--- src/rtl/if_id_stage_pkg.sv ---
// Shared core constants for the IF/ID stage: bus widths, boot PC, NOP encoding
// and reset polarity.
package if_id_stage_pkg;

    localparam int          InstAddrBus = 32;
    localparam int          InstBus     = 32;
    localparam logic [31:0] InitialPc   = 32'hBFC0_0000;
    localparam logic [31:0] NopInst     = 32'h0000_0000;
    localparam logic        RstEnable   = 1'b1;

endpackage

--- src/rtl/if_id_buf.sv ---
// Circular {pc, inst} storage for the IF/ID stage.
// Holds the pointers, occupancy count and data array; flush empties it.
module if_id_buf
    import if_id_stage_pkg::*;
#(
    parameter int ADDR_W = InstAddrBus,
    parameter int INST_W = InstBus,
    parameter int DEPTH  = 2
) (
    input  logic                         clk,
    input  logic                         rst,
    input  logic                         flush,
    input  logic                         push,
    input  logic                         pop,
    input  logic [ADDR_W-1:0]            wr_pc,
    input  logic [INST_W-1:0]            wr_inst,
    output logic [ADDR_W-1:0]            rd_pc,
    output logic [INST_W-1:0]            rd_inst,
    output logic [$clog2(DEPTH+1)-1:0]   count
);

    localparam int PTR_W = (DEPTH > 1) ? $clog2(DEPTH) : 1;
    localparam int CNT_W = $clog2(DEPTH + 1);
    localparam logic [PTR_W-1:0] LAST = PTR_W'(DEPTH - 1);

    logic [PTR_W-1:0]  rd_ptr_q, rd_ptr_d;
    logic [PTR_W-1:0]  wr_ptr_q, wr_ptr_d;
    logic [CNT_W-1:0]  count_q, count_d;
    logic [ADDR_W-1:0] pc_mem_q [DEPTH];
    logic [ADDR_W-1:0] pc_mem_d [DEPTH];
    logic [INST_W-1:0] inst_mem_q [DEPTH];
    logic [INST_W-1:0] inst_mem_d [DEPTH];

    function automatic logic [PTR_W-1:0] ptr_inc(input logic [PTR_W-1:0] p);
        return (p == LAST) ? '0 : p + PTR_W'(1);
    endfunction

    // Pointer and occupancy update; flush realigns read to write pointer.
    always_comb begin
        rd_ptr_d = rd_ptr_q;
        wr_ptr_d = wr_ptr_q;
        count_d  = count_q;
        if (flush) begin
            count_d  = '0;
            rd_ptr_d = wr_ptr_q;
        end else begin
            if (push) wr_ptr_d = ptr_inc(wr_ptr_q);
            if (pop)  rd_ptr_d = ptr_inc(rd_ptr_q);
            case ({push, pop})
                2'b10:   count_d = count_q + CNT_W'(1);
                2'b01:   count_d = count_q - CNT_W'(1);
                default: count_d = count_q;
            endcase
        end
    end

    // Slot write; held entries are never touched.
    always_comb begin
        pc_mem_d   = pc_mem_q;
        inst_mem_d = inst_mem_q;
        if (push && !flush) begin
            pc_mem_d[wr_ptr_q]   = wr_pc;
            inst_mem_d[wr_ptr_q] = wr_inst;
        end
    end

    // Control state registers.
    always_ff @(posedge clk) begin
        if (rst == RstEnable) begin
            rd_ptr_q <= '0;
            wr_ptr_q <= '0;
            count_q  <= '0;
        end else begin
            rd_ptr_q <= rd_ptr_d;
            wr_ptr_q <= wr_ptr_d;
            count_q  <= count_d;
        end
    end

    // Data array registers; contents only matter while counted as valid.
    always_ff @(posedge clk) begin
        pc_mem_q   <= pc_mem_d;
        inst_mem_q <= inst_mem_d;
    end

    assign rd_pc   = pc_mem_q[rd_ptr_q];
    assign rd_inst = inst_mem_q[rd_ptr_q];
    assign count   = count_q;

endmodule

--- src/rtl/if_id_stage.sv ---
// Elastic IF/ID stage: DEPTH-entry {pc, inst} buffer with valid/ready and flush.
// Optional IF_ID_PERF_EN adds stall and bubble cycle counters.
module if_id_stage
    import if_id_stage_pkg::*;
#(
    parameter int                ADDR_W  = InstAddrBus,
    parameter int                INST_W  = InstBus,
    parameter int                DEPTH   = 2,
    parameter logic [ADDR_W-1:0] INIT_PC = ADDR_W'(InitialPc)
) (
    input  logic              clk,
    input  logic              rst,
    input  logic              if_valid,
    input  logic [ADDR_W-1:0] if_pc,
    input  logic [INST_W-1:0] if_inst,
    output logic              if_ready,
    output logic              id_valid,
    output logic [ADDR_W-1:0] id_pc,
    output logic [INST_W-1:0] id_inst,
    input  logic              id_ready,
    input  logic              flush
`ifdef IF_ID_PERF_EN
    ,
    output logic [31:0]       perf_stall_cnt,
    output logic [31:0]       perf_bubble_cnt
`endif
);

    localparam int CNT_W = $clog2(DEPTH + 1);
    localparam logic [CNT_W-1:0] FULL = CNT_W'(DEPTH);

    logic [CNT_W-1:0]  count;
    logic [ADDR_W-1:0] head_pc;
    logic [INST_W-1:0] head_inst;
    logic              push;
    logic              pop;

    assign if_ready = (count < FULL);
    assign id_valid = (count != '0);
    assign push     = if_valid && if_ready;
    assign pop      = id_valid && id_ready;

    if_id_buf #(
        .ADDR_W (ADDR_W),
        .INST_W (INST_W),
        .DEPTH  (DEPTH)
    ) u_buf (
        .clk     (clk),
        .rst     (rst),
        .flush   (flush),
        .push    (push),
        .pop     (pop),
        .wr_pc   (if_pc),
        .wr_inst (if_inst),
        .rd_pc   (head_pc),
        .rd_inst (head_inst),
        .count   (count)
    );

    // Empty stage presents the boot PC and a NOP to decode.
    always_comb begin
        id_pc   = INIT_PC;
        id_inst = INST_W'(NopInst);
        if (id_valid) begin
            id_pc   = head_pc;
            id_inst = head_inst;
        end
    end

`ifdef IF_ID_PERF_EN
    logic [31:0] stall_q, stall_d;
    logic [31:0] bubble_q, bubble_d;

    // Stall counts held heads; bubble counts empty cycles.
    always_comb begin
        stall_d  = stall_q;
        bubble_d = bubble_q;
        if (id_valid && !id_ready) stall_d = stall_q + 32'd1;
        if (!id_valid)             bubble_d = bubble_q + 32'd1;
    end

    // Perf counter registers, cleared only by reset.
    always_ff @(posedge clk) begin
        if (rst == RstEnable) begin
            stall_q  <= '0;
            bubble_q <= '0;
        end else begin
            stall_q  <= stall_d;
            bubble_q <= bubble_d;
        end
    end

    assign perf_stall_cnt  = stall_q;
    assign perf_bubble_cnt = bubble_q;
`endif

endmodule

--- config.mk ---
export PLATFORM = sky130hd
export DESIGN_NAME = if_id_stage
export DESIGN_NICKNAME = d
export VERILOG_FILES = /design/src/rtl/if_id_stage_pkg.sv /design/src/rtl/if_id_buf.sv /design/src/rtl/if_id_stage.sv
export SDC_FILE = /design/constraint.sdc
export NUM_CORES = 1
export LEC_CHECK = 0
export BUFFER_PORTS_ARGS = -buffer_cell sky130_fd_sc_hd__buf_2
export CAP_MARGIN = 0
export CORE_MARGIN = 8
export CORE_UTILIZATION = 50
export DETAILED_ROUTE_END_ITERATION = 8
export PLACE_DENSITY = 0.75
export SLEW_MARGIN = 20
export SYNTH_ARGS = -nofsm -noshare
export SYNTH_HDL_FRONTEND = slang
export SYNTH_HIERARCHICAL = 1
export SYNTH_SLANG_ARGS = --single-unit
--- constraint.sdc ---
create_clock -name clk -period 12 [get_ports clk]
set_input_delay 0.6 -clock clk [delete_from_list [all_inputs] [get_ports clk]]
set_output_delay 0.6 -clock clk [all_outputs]
set_load 0.005 [all_outputs]
==> qor.yml <==
vdd_ir_drop_max_mv: 0.0862
cp_slowest_stage_delay_ns: 0.78
grt_overflow: 0
first_iter_violations: 158
required_ns: 11.40
place.gp.congestion: 0.716
seq_area_frac_synth: 0.724
timing.rr.start: "u_buf/count[1]"
dp_hpwl_mm: 6.81
num_rows: 38
post_cts_buffers: 0
cts_buffer_depth: 2
grt_pass1_wl_mm: 16.7
wl_per_cell_um: 17.8
synth_edf_count: 128
layout-drive-gt1-share: 0.527
grt_setup_unrepaired: "no"
worstSetupEndpointType: "output pin"
drv_slew: 0
cts-root-buf: "clkbuf_8"
crit_slowest_cell: "dfxtp_2"
yosys.cell_types.count: 21
cts-buffers-inserted: 17
finClkSkew_ns: 0.00639
cap_violations: 0
synth_top_flop_cell: "edfxtp_1"
cts_tree: "built"
die_h_um: 120
period_share: 0.265
via_per_inst: 5.11
path_buf_inv: 2
status: "finished, final reports clean"
syn_area_per_cell_um2: 17.9
die_x_um: 120
setup_viol: 0
async_flop_share: 0
clk_latency_ns: 0.51
grt_usage: 0.150
finalSetupTns_ns: 0
synth_cells: 302
finalHoldViolations: 0
io_pins: 135
synthesis.area_mm2: 0.00542
startpoint: "u_buf/rd_ptr_q"
drt_pass1_iterations: 4
wirelength_mm: 10.6
startpoint_type: "flip-flop"
portBuffers: 134
setup.worst_path.end: "id_pc[31]"
cts_resized: 0
ys_seq_elements: 132
grt_pass1_vias: 3329
grt_max_degree: 71
arrival_ns: 2.58
synth.top_cells.by_area: "edfxtp_1, mux2_2, o21a_1"
synth_nets: 372
h-tree-depth: 4
p_total_uw: 1090
fmax_ghz: 0.314
final_common_cell: "buf_2"
path_depth: 4
layout.nets: 509
ant_nets: 0
p_per_area_mw_per_mm2: 163
drc: 0
tightest_slew_ns: 0.776
slew_headroom: 0.483
initial_core_util: 0.506
antenna_found_initial: 0
leakage_uw: 0.00257
hold_buffers: 0
path_class: "flip-flop to output pin"
diodes: 0
r2r_setup_slack_ns: 9.30
timing.critical_path.max_delay_family: "flip-flops"
min_period_ns: 3.18
synth.top_cell.area_share: 0.709
dieArea_mm2: 0.0144
yosysWarnings: 6
core_area_mm2: 0.0107
crit_fanout: 37
synth_top_cell_by_area: "edfxtp_1"
r2r-end: "u_buf/pc_mem_q[15]"
path_clk_slew_ns: 0.06
worstPathCellList: "buf_4 -> mux2_2 -> o21bai_1 -> buf_2"
area_growth_pct: 23.9
r2r_cells: 5
worstHoldPathType: "input port to flip-flop"
layout_common_cells: "buf_2, edfxtp_1, mux2_2"
vias: 3026
cts_sinks: 132
logic make-up after synthesis:
| kind of cell | after synthesis | share of synthesized area |
|---|---|---|
| DFF | 132 | 0.724 |
| AOI/OAI and AO/OA | 67 | 0.0924 |
| muxes | 65 | 0.135 |
| buffers and inverters | 24 | 0.0307 |
| and+or+nand+nor | 9 | 0.00901 |
| xor gates and xnor gates | 4 | 0.00647 |
| adders and majority gates | 1 | 0.00231 |
metal layers:
layer,routed length [µm],up-vias,GRT usage
met5,0,-,0
li1,-,1450,-
met4,168,0,0.0648
met1,4270,1476,0.163
met3,691,11,0.0535
met2,5430,89,0.258
worst min-delay path by stage:
stage | from | to | slack, ns | depth (start not counted)
4_1_cts | if_inst[19] | u_buf/inst_mem_q[19] | 0.25 | 1
3_5_place_dp | u_buf/wr_ptr_q | u_buf/rd_ptr_q | 0.56 | 2
2_1_floorplan | u_buf/count[1] | u_buf/count[1] | 0.47 | 2
3_3_place_gp | u_buf/wr_ptr_q | u_buf/rd_ptr_q | 0.55 | 2
6_report | if_inst[19] | u_buf/inst_mem_q[51] | 0.28 | 1
5_1_grt | if_pc[14] | u_buf/pc_mem_q[14] | 0.26 | 1
sequential cells by signal, indices dropped and copies added, names as in the netlist:
register	flops
u_buf/wr_ptr_q	1
u_buf/pc_mem_q	64
u_buf/inst_mem_q	64
u_buf/rd_ptr_q	1
u_buf/count	2
cell usage after synthesis, types with 4 or more instances:
cell and n:
buf_2 13, buf_6 7, dfxtp_1 4, edfxtp_1 128, mux2_2 64, o21a_1 56
o21bai_1 9
final cells by class:
| cell class | instances | area, µm² |
|---|---|---|
| multi-input cells | 146 | 1330 |
| inverters | 2 | 7.51 |
| clock buffers | 18 | 418 |
| well taps | 140 | 175 |
| fillers | 783 | 3980 |
| repair buffers | 140 | 716 |
| clock inverters | 14 | 138 |
| flip-flops and latches | 132 | 3930 |
where the power goes:
group / total [µW] / switching, µW / internal (µW)
Combinational: 84.5 / 40.1 / 44.4
Clock: 474 / 181 / 293
Sequential: 534 / 8.12 / 526
Total: 1090 / 229 / 863
stage by stage:
step	cells	area, µm²	worst slack [ns]	util	hold slack, ns
after floorplan	302	5420	6.30	-	0.472
after global placement	560	6160	9.34	0.576	0.547
after detailed placement	560	6160	9.30	0.576	0.556
after CTS	592	6720	8.77	0.628	0.253
after global routing	592	6720	8.66	0.628	0.255
final	592	6720	8.82	0.628	0.276
Note: power is estimated with default switching activity, not from simulation.
